<file path="src/rtl/inst_fetch_if.sv">
// Instruction-SRAM handshake bus between the fetch stage (master) and the
// instruction memory (slave). Only one read is ever outstanding.
interface inst_fetch_if;
  logic        inst_req;
  logic [31:0] inst_addr;
  logic        inst_addr_ok;
  logic        inst_data_ok;
  logic [31:0] inst_rdata;

  modport master (
    output inst_req,
    output inst_addr,
    input  inst_addr_ok,
    input  inst_data_ok,
    input  inst_rdata
  );

  modport slave (
    input  inst_req,
    input  inst_addr,
    output inst_addr_ok,
    output inst_data_ok,
    output inst_rdata
  );
endinterface

</file>
<file path="src/rtl/inst_fetch.sv">
// Instruction-fetch stage: issues one read per PC on the SRAM handshake bus,
// holds the PC while a read is outstanding, buffers a completed fetch while
// IF/ID is stalled, and swallows in-flight responses after a flush.
module inst_fetch #(
  parameter logic [31:0] NOP_INST = 32'h0000_0000
) (
  input  logic                clk,
  input  logic                reset,
  input  logic [31:0]         pc_i,
  input  logic [5:0]          stall,
  input  logic                flush,
  inst_fetch_if.master        bus,
  output logic                if_valid,
  output logic [31:0]         if_pc,
  output logic [31:0]         if_inst,
  output logic                if_adel,
  output logic                stallreq
);

  typedef enum logic [2:0] {
    IDLE    = 3'd0,
    REQ     = 3'd1,
    WAIT    = 3'd2,
    DONE    = 3'd3,
    DISCARD = 3'd4
  } state_t;

  state_t      state, state_next;
  logic [31:0] req_pc, req_pc_next;
  logic [31:0] buf_inst, buf_inst_next;
  logic        buf_adel, buf_adel_next;

  logic misaligned;
  assign misaligned = (pc_i[1:0] != 2'b00);

  // Only stall[1] (IF/ID hold) matters to this stage.
  logic stall_unused;
  assign stall_unused = &{1'b0, stall[5:2], stall[0]};

  // State and fetch-buffer registers.
  always_ff @(posedge clk or posedge reset) begin
    if (reset) begin
      state    <= IDLE;
      req_pc   <= 32'h0;
      buf_inst <= 32'h0;
      buf_adel <= 1'b0;
    end else begin
      state    <= state_next;
      req_pc   <= req_pc_next;
      buf_inst <= buf_inst_next;
      buf_adel <= buf_adel_next;
    end
  end

  // Next-state and combinational bus/pipeline outputs; flush takes priority.
  always_comb begin
    state_next    = state;
    req_pc_next   = req_pc;
    buf_inst_next = buf_inst;
    buf_adel_next = buf_adel;
    bus.inst_req  = 1'b0;
    bus.inst_addr = 32'h0;
    if_valid      = 1'b0;
    if_pc         = 32'h0;
    if_inst       = 32'h0;
    if_adel       = 1'b0;
    stallreq      = 1'b0;

    case (state)
      IDLE: begin
        stallreq   = ~flush;
        state_next = REQ;
      end

      REQ: begin
        if (misaligned) begin
          // Address error completes without touching the bus.
          if (!flush) begin
            if_valid = 1'b1;
            if_pc    = pc_i;
            if_inst  = NOP_INST;
            if_adel  = 1'b1;
            if (stall[1]) begin
              state_next    = DONE;
              req_pc_next   = pc_i;
              buf_inst_next = NOP_INST;
              buf_adel_next = 1'b1;
            end
          end
        end else begin
          bus.inst_req  = 1'b1;
          bus.inst_addr = pc_i;
          stallreq      = ~flush;
          if (bus.inst_addr_ok) begin
            req_pc_next = pc_i;
            // An accepted request under flush still owes us a response.
            state_next  = flush ? DISCARD : WAIT;
          end
        end
      end

      WAIT: begin
        if (flush) begin
          state_next = bus.inst_data_ok ? REQ : DISCARD;
        end else if (bus.inst_data_ok) begin
          if_valid = 1'b1;
          if_pc    = req_pc;
          if_inst  = bus.inst_rdata;
          if (stall[1]) begin
            state_next    = DONE;
            buf_inst_next = bus.inst_rdata;
            buf_adel_next = 1'b0;
          end else begin
            state_next = REQ;
          end
        end else begin
          stallreq = 1'b1;
        end
      end

      DONE: begin
        if (flush) begin
          state_next = REQ;
        end else begin
          if_valid = 1'b1;
          if_pc    = req_pc;
          if_inst  = buf_inst;
          if_adel  = buf_adel;
          if (!stall[1]) state_next = REQ;
        end
      end

      DISCARD: begin
        stallreq = ~flush;
        if (bus.inst_data_ok) state_next = REQ;
      end

      default: begin
        state_next = IDLE;
      end
    endcase

    // While reset is held the outputs show the idle values regardless of bus inputs.
    if (reset) begin
      bus.inst_req  = 1'b0;
      bus.inst_addr = 32'h0;
      if_valid      = 1'b0;
      if_pc         = 32'h0;
      if_inst       = 32'h0;
      if_adel       = 1'b0;
      stallreq      = 1'b1;
    end
  end

endmodule

</file>
<file path="src/flat_wrapper.sv">
// flat-port wrapper written by rule: the top's interface ports become plain ports
module inst_fetch_flat 
#(
  parameter logic [31:0] NOP_INST = 32'h0000_0000
)
  (clk, reset, pc_i, stall, flush, if_valid, if_pc, if_inst, if_adel, stallreq, bus_inst_req, bus_inst_addr, bus_inst_addr_ok, bus_inst_data_ok, bus_inst_rdata);
  inst_fetch_if bus_i ();
  input  logic clk;
  input  logic reset;
  input  logic [31:0] pc_i;
  input  logic [5:0] stall;
  input  logic flush;
  output logic if_valid;
  output logic [31:0] if_pc;
  output logic [31:0] if_inst;
  output logic if_adel;
  output logic stallreq;
  output wire logic [$bits(bus_i.inst_req)-1:0] bus_inst_req;
  output wire logic [$bits(bus_i.inst_addr)-1:0] bus_inst_addr;
  input wire logic [$bits(bus_i.inst_addr_ok)-1:0] bus_inst_addr_ok;
  input wire logic [$bits(bus_i.inst_data_ok)-1:0] bus_inst_data_ok;
  input wire logic [$bits(bus_i.inst_rdata)-1:0] bus_inst_rdata;
  assign bus_inst_req = bus_i.inst_req;
  assign bus_inst_addr = bus_i.inst_addr;
  assign bus_i.inst_addr_ok = bus_inst_addr_ok;
  assign bus_i.inst_data_ok = bus_inst_data_ok;
  assign bus_i.inst_rdata = bus_inst_rdata;
  inst_fetch #(.NOP_INST(NOP_INST)) u_core (.clk(clk), .reset(reset), .pc_i(pc_i), .stall(stall), .flush(flush), .bus(bus_i), .if_valid(if_valid), .if_pc(if_pc), .if_inst(if_inst), .if_adel(if_adel), .stallreq(stallreq));
endmodule
</file>
<file path="config.mk">
export PLATFORM = sky130hd
export DESIGN_NAME = inst_fetch_flat
export DESIGN_NICKNAME = d
export VERILOG_FILES = /design/src/rtl/inst_fetch_if.sv /design/src/rtl/inst_fetch.sv /design/src/flat_wrapper.sv
export SDC_FILE = /design/constraint.sdc
export NUM_CORES = 1
export LEC_CHECK = 0
export BUFFER_PORTS_ARGS = -buffer_cell sky130_fd_sc_hd__buf_2
export CORE_MARGIN = 4
export CORE_UTILIZATION = 44
export CTS_CLUSTER_SIZE = 14
export DETAILED_ROUTE_END_ITERATION = 7
export GPL_ROUTABILITY_DRIVEN = 0
export PLACE_DENSITY = 0.78
export SLEW_MARGIN = 25
export SYNTH_ARGS = -nofsm -noshare
export SYNTH_HDL_FRONTEND = slang
export SYNTH_SLANG_ARGS = --single-unit
</file>
<file path="constraint.sdc">
create_clock -name clk -period 2.6 [get_ports clk]
set_clock_uncertainty 0.2 [all_clocks]
set_input_delay 0.52 -clock clk [delete_from_list [all_inputs] [get_ports clk]]
set_output_delay 0.52 -clock clk [all_outputs]
set_load 0.05 [all_outputs]
</file>
## Yosys cells after proc, flatten, opt, wreduce, memory -nomap -nowiden

Cells that the tools add are included.

- Register bits after elaboration: 68
- Bits of input ports: 75
- Output and inout bits: 100
- Word-level logic and storage cells: 94

- Eq/ne operators: 18
- Muxes and demuxes: 63
- Bitwise operators: 1
- Reduce and logical (&&, ||, !) cells: 8

Operators by type and width:

| cell | count |
|---|---|
| two-way mux 32 bit | 23 |
| case mux 32 bit (2 select lines) | 2 |
| case mux 32 bit (3 select lines) | 1 |
| two-way mux 3 bit | 11 |
| two-way mux 1 bit | 20 |
| inequality test 2 bit, second input constant | 8 |
| case mux 3 bit (5 select lines) | 1 |
| inequality test 3 bit, second input constant | 4 |
| AND reduction 7 bit | 1 |
| == test 3 x 2 -> 1 bit, second input constant | 2 |
| case mux 1 bit (3 select lines) | 2 |
| AND reduction 6 bit | 1 |
| nonzero test 2 bit | 3 |
| case mux 1 bit (2 select lines) | 2 |
| AND reduction 4 bit | 1 |
| == test 3 x 1 -> 1 bit, second input constant | 1 |
| == test 3 bit, second input constant | 1 |
| logical NOT 3 bit | 1 |
| inequality test 3 x 2 -> 1 bit, second input constant | 1 |
| two-way mux 2 bit | 1 |
| inequality test 2 x 1 -> 1 bit, second input constant | 1 |
| OR reduction 2 bit | 1 |
| NOT 1 bit | 1 |

## Depth between registers and ports, before layout

Gate-level depths: netlist (run 1).

- Depth after elaboration: 4
- Gate-level depth with buffers: 8
- Mapped depth without buffers: 4

## Worst setup path before layout (run 1)

OpenSTA, ideal clock, no wires.

- Kind: input port to output port
- Start point: input reset
- End point: output stallreq
- Arrival time: 3130 ps
- Required time: 1880 ps
- Setup slack: -1250 ps
- Stages: 2
- Buffers on the path: 0
- Path through: inv_1 -> o21ai_0

- Word-level cells in the longest chain between the ends: 1

RTL lines:

| item | RTL line | text |
|---|---|---|
| start: declaration | flat_wrapper.sv:9 | `input logic reset;` |
| two-way mux 1 bit | inst_fetch.sv:144 | `if (reset) begin` |
| end: declaration | flat_wrapper.sv:17 | `output logic stallreq;` |

Every way passes these cells.

## Worst setup path in the final report (run 1)

- Start point: register u_core.state[1]
- End point: output if_pc[20]

- Word-level cells in the longest chain between the ends: 3
- Elaborated cells between the ends (all ways): 5
- Those cells by class: 3 x eq/ne; 2 x mux

RTL lines:

| item | RTL line | text |
|---|---|---|
| start: declaration | inst_fetch.sv:28 | `state_t state, state_next;` |
| start signal: assignment | inst_fetch.sv:48 | `state <= state_next;` |
| == test 3 x 2 -> 1 bit / == test 3 x 1 -> 1 bit (equally long branches) | inst_fetch.sv:69 | `case (state)` |
| case mux 32 bit (3 select lines) * | inst_fetch.sv:69 |  |
| two-way mux 32 bit * | inst_fetch.sv:144 |  |
| end: declaration | flat_wrapper.sv:14 | `output logic [31:0] if_pc;` |

Every way passes the cells marked *; elsewhere a longest branch is shown, timed or not.

==> impl_results.md, run 1 <==
- Fin. Hold Viols: 0
- RSZ-0062 raised after global routing: yes
- PnR worst setup slack: -0.194 ns
- CTS tree: built
- Min Clock Period, post-route: approximately 2.8 ns
- Yosys warnings: 0
- Crit-path max FO: 11
- Worst hold slack: 0.228 ns
- Clock transition at path regs: 0.08 ns
- Layout Area Growth over Synthesis: 76.9%
- Largest net degree at the start of global routing: about 70
- Share of cells above drive strength 1: ~66%
- Grt ovf: 0
- Maxcap violations: 0
- Post-route cell area: between 7000 and 8000 µm²
- Root Driver: clkbuf_8
- Worst min path class: in -> reg
- Achievable frequency: ~360 MHz
- Failing checks: negative setup slack
- Htree depth: 3
- Worst Hold Depth: 3
- Ys async rst share: 100%
- Cell count after synthesis: roughly 440
- Die span in y: 104 µm
- Fillers: ~510
- Leading area contributor after synthesis: dfrtp_1
- Final #Nets: ~700
- Cell row count: 34
- Area share of the largest cell type after synthesis: 42.1%
- Slew of the pin with the lowest slew margin: between 0.8 and 0.9 ns
- Post-Place Worst Slack: -0.00902 ns
- Initial antenna violation count: 0
- First-pass GRT wire length: roughly 21 mm
- Synth Cell Area: slightly above 4000 µm²
- Vias per cell: between 5 and 6
- Die Span X: just over 100 µm
- CTS Buf Count: 9
- Clock Latency Late Sink: ~0.34 ns
- Post-synth EDFFs: 0
- Placed inst area: between 5000 and 6000 µm²
- Final ANT Viol Nets: 0
- Crit Path Category: reg -> out
- Mapped Avg Cell Area: between 9 and 10 µm²
- Io pins: between 150 and 200
- Iter 0 DRT Violations: around 170
- Reg2Reg Setup Slack: around 0.24 ns
- Hold_sp: bus_inst_rdata[18]
- Outcome: complete, but fails checks
- Most frequent CP cell: buf_6
- Fin crit share: 107%
- Most used DFF post-synth: dfrtp_1
- Count of cell types in the netlist: 37
- Drt wl/cell: 19.4 µm
- DR pass1 iterations: 4
- Pwr Total: between 6 and 7 mW
- RR Startpoint: u_core.state[1]$_DFFE_PP0P_
- CP required: between 1.5 and 2 ns
- CP bufs+invs: 4
- Cell breakdown of the critical path: buf_6, nor4_4, buf_6, clkbuf_16, a22oi_1, nor2_4, buf_6
- Starting Density: 45.9%
- Post-synthesis sequential area ratio: roughly 42%
- Arrival @ worst endpoint: just over 2 ns
- HPWL after detailed placement: between 8 and 9 mm
- Yosys reg bits: approximately 70
- Vias: between 4000 and 5000
- Clock sink count: 68
- Number of antenna diodes: 0
- Total power per unit cell area: just under 900 nW/µm²
- Max incr delay on CP: between 0.4 and 0.5 ns
- CP top delay family: buffers and inverters
- Post-route DRC violation count: 0
- Leakage: 2.85 nW
- GRT Util Overall: between 20% and 30%
- Final setup fails: 71
- Critical path startpoint category: flip-flop
- Vias in the first global route: 4223
- Setup total negative slack: -6.76 ns
- Worst VDD drop: roughly 0.44 mV
- CP Capture Type: output pin
- Clock buffer depth: 2
- IO buf count: ~170
- Hold endpoint: u_core.buf_inst[18]$_DFFE_PP0P_
- Worst path slowest cell: dfrtp_2
- Die area: 10800 µm²
- Reg2reg end: u_core.buf_inst[10]$_DFFE_PP0P_
- Largest cells by area after synthesis: dfrtp_1 (42%), a22oi_1 (12%), mux2_2 (8.4%)
- Worst-case reg-to-reg path depth: 8
- Commonest cells post-synth: nor2_1 (73), dfrtp_1 (68), a22oi_1 (64), nand2_1 (37), inv_1 (35)
- Max-slew headroom: 41.3%
- Core area: 8810 µm²
- Max Slew Vio Count: 0
- Routed WL: 14.3 mm
- Most frequent cell after synthesis: nor2_1
## timing repair
action / in CTS / in global routing
resized for setup: 197 / 110
cloned: 1 / 5
hold buffers: 0 / 0
endpoints found under the setup margin: 98 / 98
pin swaps: 4 / 29
buffers inserted: 10 / 3
## power by group
group	switching (mW)	total (mW)	leakage (nW)	internal (mW)
logic	2.02	3.58	1.87	1.57
clock network	0.425	1.02	0.112	0.594
registers	0.320	1.79	0.863	1.47
total	2.76	6.39	2.85	3.63
## routing by layer
| metal | routed length, µm | share of wire, % | global-route usage, % |
|---|---|---|---|
| met5 | 0 | 0 | 0 |
| met2 | 7390 | 51 | 40.7 |
| met1 | 5640 | 39 | 27.2 |
| met4 | 404 | 2.8 | 9.69 |
| met3 | 908 | 6.3 | 5.72 |
## worst register-to-register path, cell delays in order, from the launching register on
cell	delay (ns)
dfrtp_2	0.47
buf_6	0.16
nor4_4	0.32
buf_6	0.17
buf_6	0.13
buf_4	0.11
o21a_2	0.27
buf_4	0.21
mux2i_1	0.23
## final cells by class
type / count / area [µm²] / area share [%]
multi-input cells: 303 / 2780 / 38.8
flip-flops and latches: 68 / 1710 / 23.9
well taps: 108 / 135 / 1.89
repair buffers: 209 / 2160 / 30.2
inverters: 35 / 135 / 1.89
clock buffers: 11 / 151 / 2.12
clock inverters: 5 / 83.8 / 1.17
## cell families (layout without fill, tap and decap cells)
logic type / Yosys count / after routing / share of synthesized area [%]
AND/OR/NAND/NOR: 157 / 157 / 17.8
AO/OA/AOI/OAI: 80 / 80 / 15.0
other: 1 / 2 / 0.0929
buffers and inverters: 74 / 260 / 8.15
multiplexers: 64 / 64 / 16.9
flip-flops: 68 / 68 / 42.1
## state kept, by name (all words and copies together) (netlist names)
register and flops:
u_core.req_pc 32, u_core.buf_adel 1, u_core.state 3, u_core.buf_inst 32
## worst max path at each step
stage                                      from         to  slack, ns  depth (start not counted)
finish              u_core.state[1]$_DFFE_PP0P_  if_pc[20]      -0.19                          7
global route        u_core.state[1]$_DFFE_PP0P_  if_pc[20]      -0.28                          7
CTS                 u_core.state[2]$_DFFE_PP0P_  if_pc[30]      -0.13                          7
detailed placement                        flush  if_pc[30]     -0.009                          7
global placement                          flush  if_pc[30]     -0.003                          7
floorplan           u_core.state[0]$_DFFE_PP0P_    if_adel      -0.08                          6
## stage by stage
stage	util, %	std cells
after floorplan	-	445
after global placement	63.4	704
final	81.1	739
after detailed placement	63.4	704
after global routing	81.1	739
after CTS	74.5	731
## cells in the final DEF, fill, tap and decap left out, types with 25 or more instances in the layout
cell      n
inv_1    34
mux2_2   30
buf_6    57
and2_2   29
a22oi_2  53
buf_2    69
dfrtp_1  65
buf_4    25
buf_8    41
nor2_4   40
nand2_1  36
mux2i_1  32
Power figures use the tool's default switching activity.
==> run 2, diff against run 1 <==
Settings changed: SETUP_SLACK_MARGIN from default to 0.05.
==> run 2 against run 1 <==
Against the previous run:
- the flow still finishes with violations (negative setup slack)
- cell count rose by 3.8%
- sequential power barely moved
- flip-flop and latch count unchanged
- non-clock buffer count increased by 27
- wire length increased by 21%
- clock power fell by 13%
- combinational power up 19%
- largest cell class unchanged
- total power increased by 8.9%
==> impl_results.md, run 2 (synthesized netlist as in run 1, its figures left out) <==
- Max incr delay on CP: 0.45 ns (-0.02 ns)
- Critical path startpoint category: flip-flop
- Share of cells above drive strength 1: 69.3% (+2.9 points)
- Io pins: 175 (unchanged)
- Vias per cell: 5.80 (+3.6%)
- DR pass1 iterations: 5 (+1)
- Clock buffer depth: 2 (unchanged)
- Commonest non-fill, non-tap cells in the layout: buf_2 (69), buf_8 (65), dfrtp_1 (65)
- Largest regs: u_core.buf_inst (32), u_core.req_pc (32), u_core.state (3)
- Crit Path Category: reg -> out
- Clock sink count: 68 (unchanged)
- Min Clock Period, post-route: 2.86 ns (+0.0683 ns)
- RSZ-0062 raised after global routing: yes
- Worst path slowest cell: dfrtp_2
- Leakage: 3.13 nW (+10%)
- CTS tree: built
- Top layer in use: met5
- Arrival @ worst endpoint: 2.14 ns (+0.07 ns)
- Most common cell after layout, fill and taps aside: buf_2
- CTS Buf Count: 9 (unchanged)
- Outcome: complete, but fails checks
- Layout Area Growth over Synthesis: 94.5%
- Clock transition at path regs: 0.07 ns (about the same)
- Most frequent CP cell: buf_6
- Die span in y: 104 µm (unchanged)
- Grt ovf: 0 (unchanged)
- Final ANT Viol Nets: 0 (unchanged)
- Slew of the pin with the lowest slew margin: 0.893 ns (+0.0119 ns)
- Final #Nets: 728 (+3.9%)
- GRT Util Overall: 27.9% (+4.7 points)
- Routed met3 length: 1.15 mm (+27%)
- Die Span X: 104 µm (unchanged)
- Crit-path max FO: 7 (-4)
- Worst hold slack: 0.231 ns (+0.00224 ns)
- Final setup fails: 90 (+27%)
- HPWL after detailed placement: 8.39 mm (+2.2%)
- Core area: 8810 µm² (unchanged)
- Failing checks: negative setup slack
- Max-slew headroom: 40.5% (-0.79 points)
- Iter 0 DRT Violations: 254 (+47%)
- PnR worst setup slack: -0.262 ns (-0.0683 ns)
- Fin. Hold Viols: 0 (unchanged)
- Clock Latency Late Sink: 0.34 ns (about the same)
- Met1 Wirelength: 6.31 mm (+12%)
- Fillers: 373 (-27%)
- CP required: 1.88 ns (about the same)
- Drt wl/cell: 22.7 µm (+17%)
- Routed WL: 17.4 mm (+21%)
- Vias in the first global route: 4622 (+9.4%)
- CP top delay family: simple AND/OR/NAND/NOR gates
- CP Capture Type: output pin
- Htree depth: 3 (unchanged)
- Layout Utilization: 89.2% (+8.0 points)
- Worst VDD drop: 0.450 mV (+2.8%)
- Cell row count: 34 (unchanged)
- Largest net degree at the start of global routing: 69 (unchanged)
- Initial antenna violation count: 2 (+2)
- Worst min path class: in -> reg
- Cell breakdown of the critical path: nand2b_4, nor4_4, buf_4, buf_6, buf_8, a22oi_1, nor2_2, buf_6
- Starting Density: 45.9% (unchanged)
- Achievable frequency: 349 MHz (-2.4%)
- Die area: 10800 µm² (unchanged)
- CP bufs+invs: 4 (unchanged)
- Max Slew Vio Count: 0 (unchanged)
- First-pass GRT wire length: 24.7 mm (+19%)
- Post-route DRC violation count: 0 (unchanged)
- Met2 wire len: 9.41 mm (+27%)
- Vias: 4449 (+7.5%)
- Root Driver: clkbuf_8
- Total power per unit cell area: 886 nW/µm² (-0.91%)
- IO buf count: 167 (unchanged)
- Fin crit share: 110% (+2.6 points)
- Maxcap violations: 0 (unchanged)
[run 2: stage by stage]
stage	std cells	area (µm²)	TNS, ns	worst slack [ns]	total power [mW]
after floorplan	445	4550	-0.140	-0.0796	3.80
after global placement	714	5750	-1.44	-0.0674	4.54
after detailed placement	714	5750	-2.44	-0.109	4.64
after CTS	754	7360	-9.09	-0.148	6.37
after global routing	767	7850	-19.18	-0.332	7.23
final	767	7850	-12.62	-0.262	6.96
[run 2: area by class of cell]
cell class	count	area [µm²]	area share, %
Antenna cell	1	2.50	0.0319
Clock buffer	12	145	1.85
Clock inverter	4	48.8	0.621
Inverter	35	135	1.72
Multi-Input combinational cell	303	2970	37.9
Sequential cell	68	1710	21.7
Tap cell	108	135	1.72
Timing Repair Buffer	236	2710	34.5
[run 2: worst paths after layout]
kind | startpoint | end | slack, ns | cells past startpoint
worst max register to register | u_core.state[2]$_DFFE_PP0P_ | u_core.buf_inst[27]$_DFFE_PP0P_ | 0.21 | 9
max in group asynchronous | reset | u_core.state[0]$_DFFE_PP0P_ | 1.18 | 3
worst min register to register | u_core.req_pc[27]$_DFFE_PP0P_ | u_core.req_pc[27]$_DFFE_PP0P_ | 0.31 | 1
min in group asynchronous | reset | u_core.req_pc[25]$_DFFE_PP0P_ | 0.37 | 3
worst max-delay path | u_core.state[2]$_DFFE_PP0P_ | if_pc[9] | -0.26 | 8
worst min-delay path | bus_inst_rdata[5] | u_core.buf_inst[5]$_DFFE_PP0P_ | 0.23 | 3
[run 2: worst min-delay path, stage by stage]
cell,delay (ns)
buf_2,0.11
nand2_1,0.05
mux2i_1,0.06
[run 2: timing repair]
action | in CTS | in global routing
setup buffers | 16 | 8
hold buffers | 0 | 0
endpoints found under the setup margin | 98 | 98
cloned | 8 | 8
gates resized for setup | 300 | 87
pin swaps | 46 | 45
[run 2: layer usage]
metal  track usage [%]  up-vias
li1                  -     1938
met1              32.7     2228
met2              51.3      235
met3              6.72       46
met4              6.84        2
met5                 0        -
[run 2: where the power goes]
part	leakage [nW]	switching [mW]	total (mW)	internal, mW
Clock	0.100	0.417	0.886	0.469
Combinational	2.17	2.30	4.25	1.95
Sequential	0.863	0.351	1.82	1.47
Total	3.13	3.07	6.96	3.89
==> run 3, diff against run 2 <==
Settings changed: BUFFER_PORTS_ARGS -buffer_cell sky130_fd_sc_hd__buf_2 to -buffer_cell sky130_fd_sc_hd__buf_4.
==> run 3 against run 2 <==
Against the previous run:
- the flow still finishes with violations (negative setup slack)
- combinational power is 3% lower
- utilization is 0.98 points lower
- global-route usage is 0.14 points lower
- sequential share of layout area is 0.24 points higher
- design area is 1.1% lower
- die area stayed put
- total power is 3.6% lower
- worst hold slack worse by 0.00061 ns
- clock power is 9.6% lower
- flip-flop and latch count stayed put
- register-to-register slack worse by 0.03 ns
- sequential power hardly changed
- critical endpoint is now if_inst[16]
==> impl_results.md, run 3 (synthesized netlist as in run 1, its figures left out) <==
- Placed insts: 703 (-1.5%)
- Vias per cell: 5.72 (-1.4%)
- Cell breakdown of the critical path: buf_12, nor4bb_4, buf_4, buf_6, clkbuf_16, a22oi_2, nor2_4, buf_8
- Setup total negative slack: -18.98 ns (-6.37 ns)
- First-pass GRT wire length: 24.3 mm (-1.7%)
- Achievable frequency: 346 MHz (-0.98%)
- Seq pwr share: 26.8% (+0.6 points)
- Post-route DRC violation count: 0 (unchanged)
- Initial antenna violation count: 0 (-2)
- Core area: 8810 µm² (unchanged)
- Clock sink count: 68 (unchanged)
- Max Slew Vio Count: 0 (unchanged)
- Clock power share: 11.9% (-0.8 points)
- Drt wl/cell: 21.6 µm (-5.0%)
- Root Driver: clkbuf_8
- PnR worst setup slack: -0.290 ns (-0.0283 ns)
- Non-Filler Instances: 756 (-1.4%)
- Largest regs: u_core.buf_inst (32), u_core.req_pc (32), u_core.state (3)
- Worst min path class: in -> reg
- Clock Latency Late Sink: 0.34 ns (about the same)
- Max incr delay on CP: 0.45 ns (about the same)
- Outcome: complete, but fails checks
- Sw Share: 44.5% (+0.32 points)
- Combinational group share of total power: 61.3% (+0.2 points)
- Worst-case reg-to-reg path depth: 9 (unchanged)
- IO buf count: 167 (unchanged)
- Vias in the first global route: 4606 (-0.35%)
- Routed WL: 16.3 mm (-6.4%)
- Max-slew headroom: 40.5% (about the same)
- Commonest non-fill, non-tap cells in the layout: buf_4 (90), buf_8 (66), dfrtp_1 (65)
- Crit Path Category: reg -> out
- Htree depth: 3 (unchanged)
- Maxcap violations: 0 (unchanged)
- RSZ-0062 raised after global routing: yes
- GRT Util Overall: 27.8% (-0.14 points)
- CP top delay family: buffers and inverters
- CP bufs+invs: 5 (+1)
- Final #Nets: 719 (-1.2%)
- Die span in y: 104 µm (unchanged)
- Fin crit share: 111% (+1.1 points)
- Grt ovf: 0 (unchanged)
- Most common cell after layout, fill and taps aside: buf_4
- Fin. Hold Viols: 0 (unchanged)
- Worst VDD drop: 0.448 mV (-0.27%)
- Cell row count: 34 (unchanged)
- Arrival @ worst endpoint: 2.17 ns (+0.03 ns)
- Io pins: 175 (unchanged)
- Worst Hold Depth: 2 (-1)
- Slew of the pin with the lowest slew margin: 0.892 ns (-0.000598 ns)
- Clock transition at path regs: 0.07 ns (about the same)
- Clock buffer depth: 2 (unchanged)
- Crit-path max FO: 5 (-2)
- CTS tree: built
- Final ANT Viol Nets: 0 (unchanged)
- HPWL after detailed placement: 8.66 mm (+3.2%)
- Worst path slowest cell: dfrtp_2
- Largest net degree at the start of global routing: 69 (unchanged)
- Die Span X: 104 µm (unchanged)
- Iter 0 DRT Violations: 236 (-7.1%)
- Layout Area Growth over Synthesis: 92.3%
- WP depth: 8 (unchanged)
- Number of antenna diodes: 0 (-1)
- Critical path startpoint category: flip-flop
- CP required: 1.88 ns (about the same)
- Min Clock Period, post-route: 2.89 ns (+0.0283 ns)
- CP Capture Type: output pin
- Pwr Total: 6.71 mW (-3.6%)
- Hold_buf cts: 0 (unchanged)
- Int Pwr: 3.72 mW (-4.2%)
- DR pass1 iterations: 4 (-1)
- NetSw: 2.98 mW (-2.9%)
- Starting Density: 45.9% (unchanged)
- CTS Buf Count: 9 (unchanged)
- Final setup fails: 98 (+8.9%)
- Vias: 4322 (-2.9%)
- Total power per unit cell area: 863 nW/µm² (-2.6%)
- Leakage: 3.08 nW (-1.7%)
- Share of cells above drive strength 1: 67.0% (-2.3 points)
- Die area: 10800 µm² (unchanged)
- Failing checks: negative setup slack
run 3: final timing paths:
kind	end	slack (ns)	start
min reg2reg	u_core.buf_adel$_DFFE_PP0P_	0.31	u_core.buf_adel$_DFFE_PP0P_
min	u_core.req_pc[3]$_DFFE_PP0P_	0.23	pc_i[3]
min in group asynchronous	u_core.req_pc[26]$_DFFE_PP0P_	0.34	reset
max reg2reg	u_core.buf_inst[0]$_DFFE_PP0P_	0.18	u_core.state[2]$_DFFE_PP0P_
max in group asynchronous	u_core.state[1]$_DFFE_PP0P_	1.21	reset
max	if_inst[16]	-0.29	u_core.state[2]$_DFFE_PP0P_
run 3: power by group through the flow:
stage          sequential, mW  combinational (mW)  clock [mW]
5_1_grt                  1.83                4.32       0.858
6_report                 1.79                4.11       0.801
3_5_place_dp             1.72                2.93           0
3_3_place_gp             1.69                2.86           0
2_1_floorplan            1.63                2.17           0
4_1_cts                  1.74                3.83       0.790
run 3: per-layer routing:
| metal | wire length, µm | vias to the layer above | global-route usage, % | part of all wire [%] |
|---|---|---|---|---|
| met2 | 8770 | 204 | 50.4 | 54 |
| met4 | 471 | 0 | 8.45 | 2.9 |
| met3 | 1120 | 38 | 7.09 | 6.9 |
| met5 | 0 | - | 0 | 0 |
| met1 | 5950 | 2153 | 32.1 | 36 |
| li1 | - | 1927 | - | - |
run 3: what timing repair did:
item | 4_1_cts | 5_1_grt
endpoints found under the setup margin | 98 | 98
buffers inserted | 22 | 7
cloned | 8 | 5
gates resized for setup | 225 | 50
pin swaps | 15 | 18
run 3: layout make-up:
class	count	area (µm²)
well taps	108	135
flip-flops and latches	68	1710
fillers	381	1040
multi-input cells	303	2920
inverters	35	135
clock buffers	13	159
clock inverters	2	10.0
repair buffers	227	2710
run 3: worst register-to-register path, cell delays in order, from the launching register on:
cell,delay (ns)
dfrtp_2,0.45
buf_12,0.15
buf_4,0.15
nor2_4,0.11
and3_4,0.32
clkbuf_16,0.18
buf_4,0.11
o21a_2,0.15
buf_12,0.22
mux2i_1,0.30
run 3: stage by stage:
stage | hold slack (ns) | worst slack (ns) | instance area [µm²] | utilization [%]
final | 0.230 | -0.290 | 7770 | 88.2
after global routing | 0.221 | -0.348 | 7770 | 88.2
after CTS | 0.217 | -0.141 | 7450 | 84.6
after detailed placement | 0.281 | -0.00912 | 6040 | 68.6
after global placement | 0.270 | 0.0428 | 6040 | 68.6
after floorplan | 0.259 | -0.0796 | 4550 | -
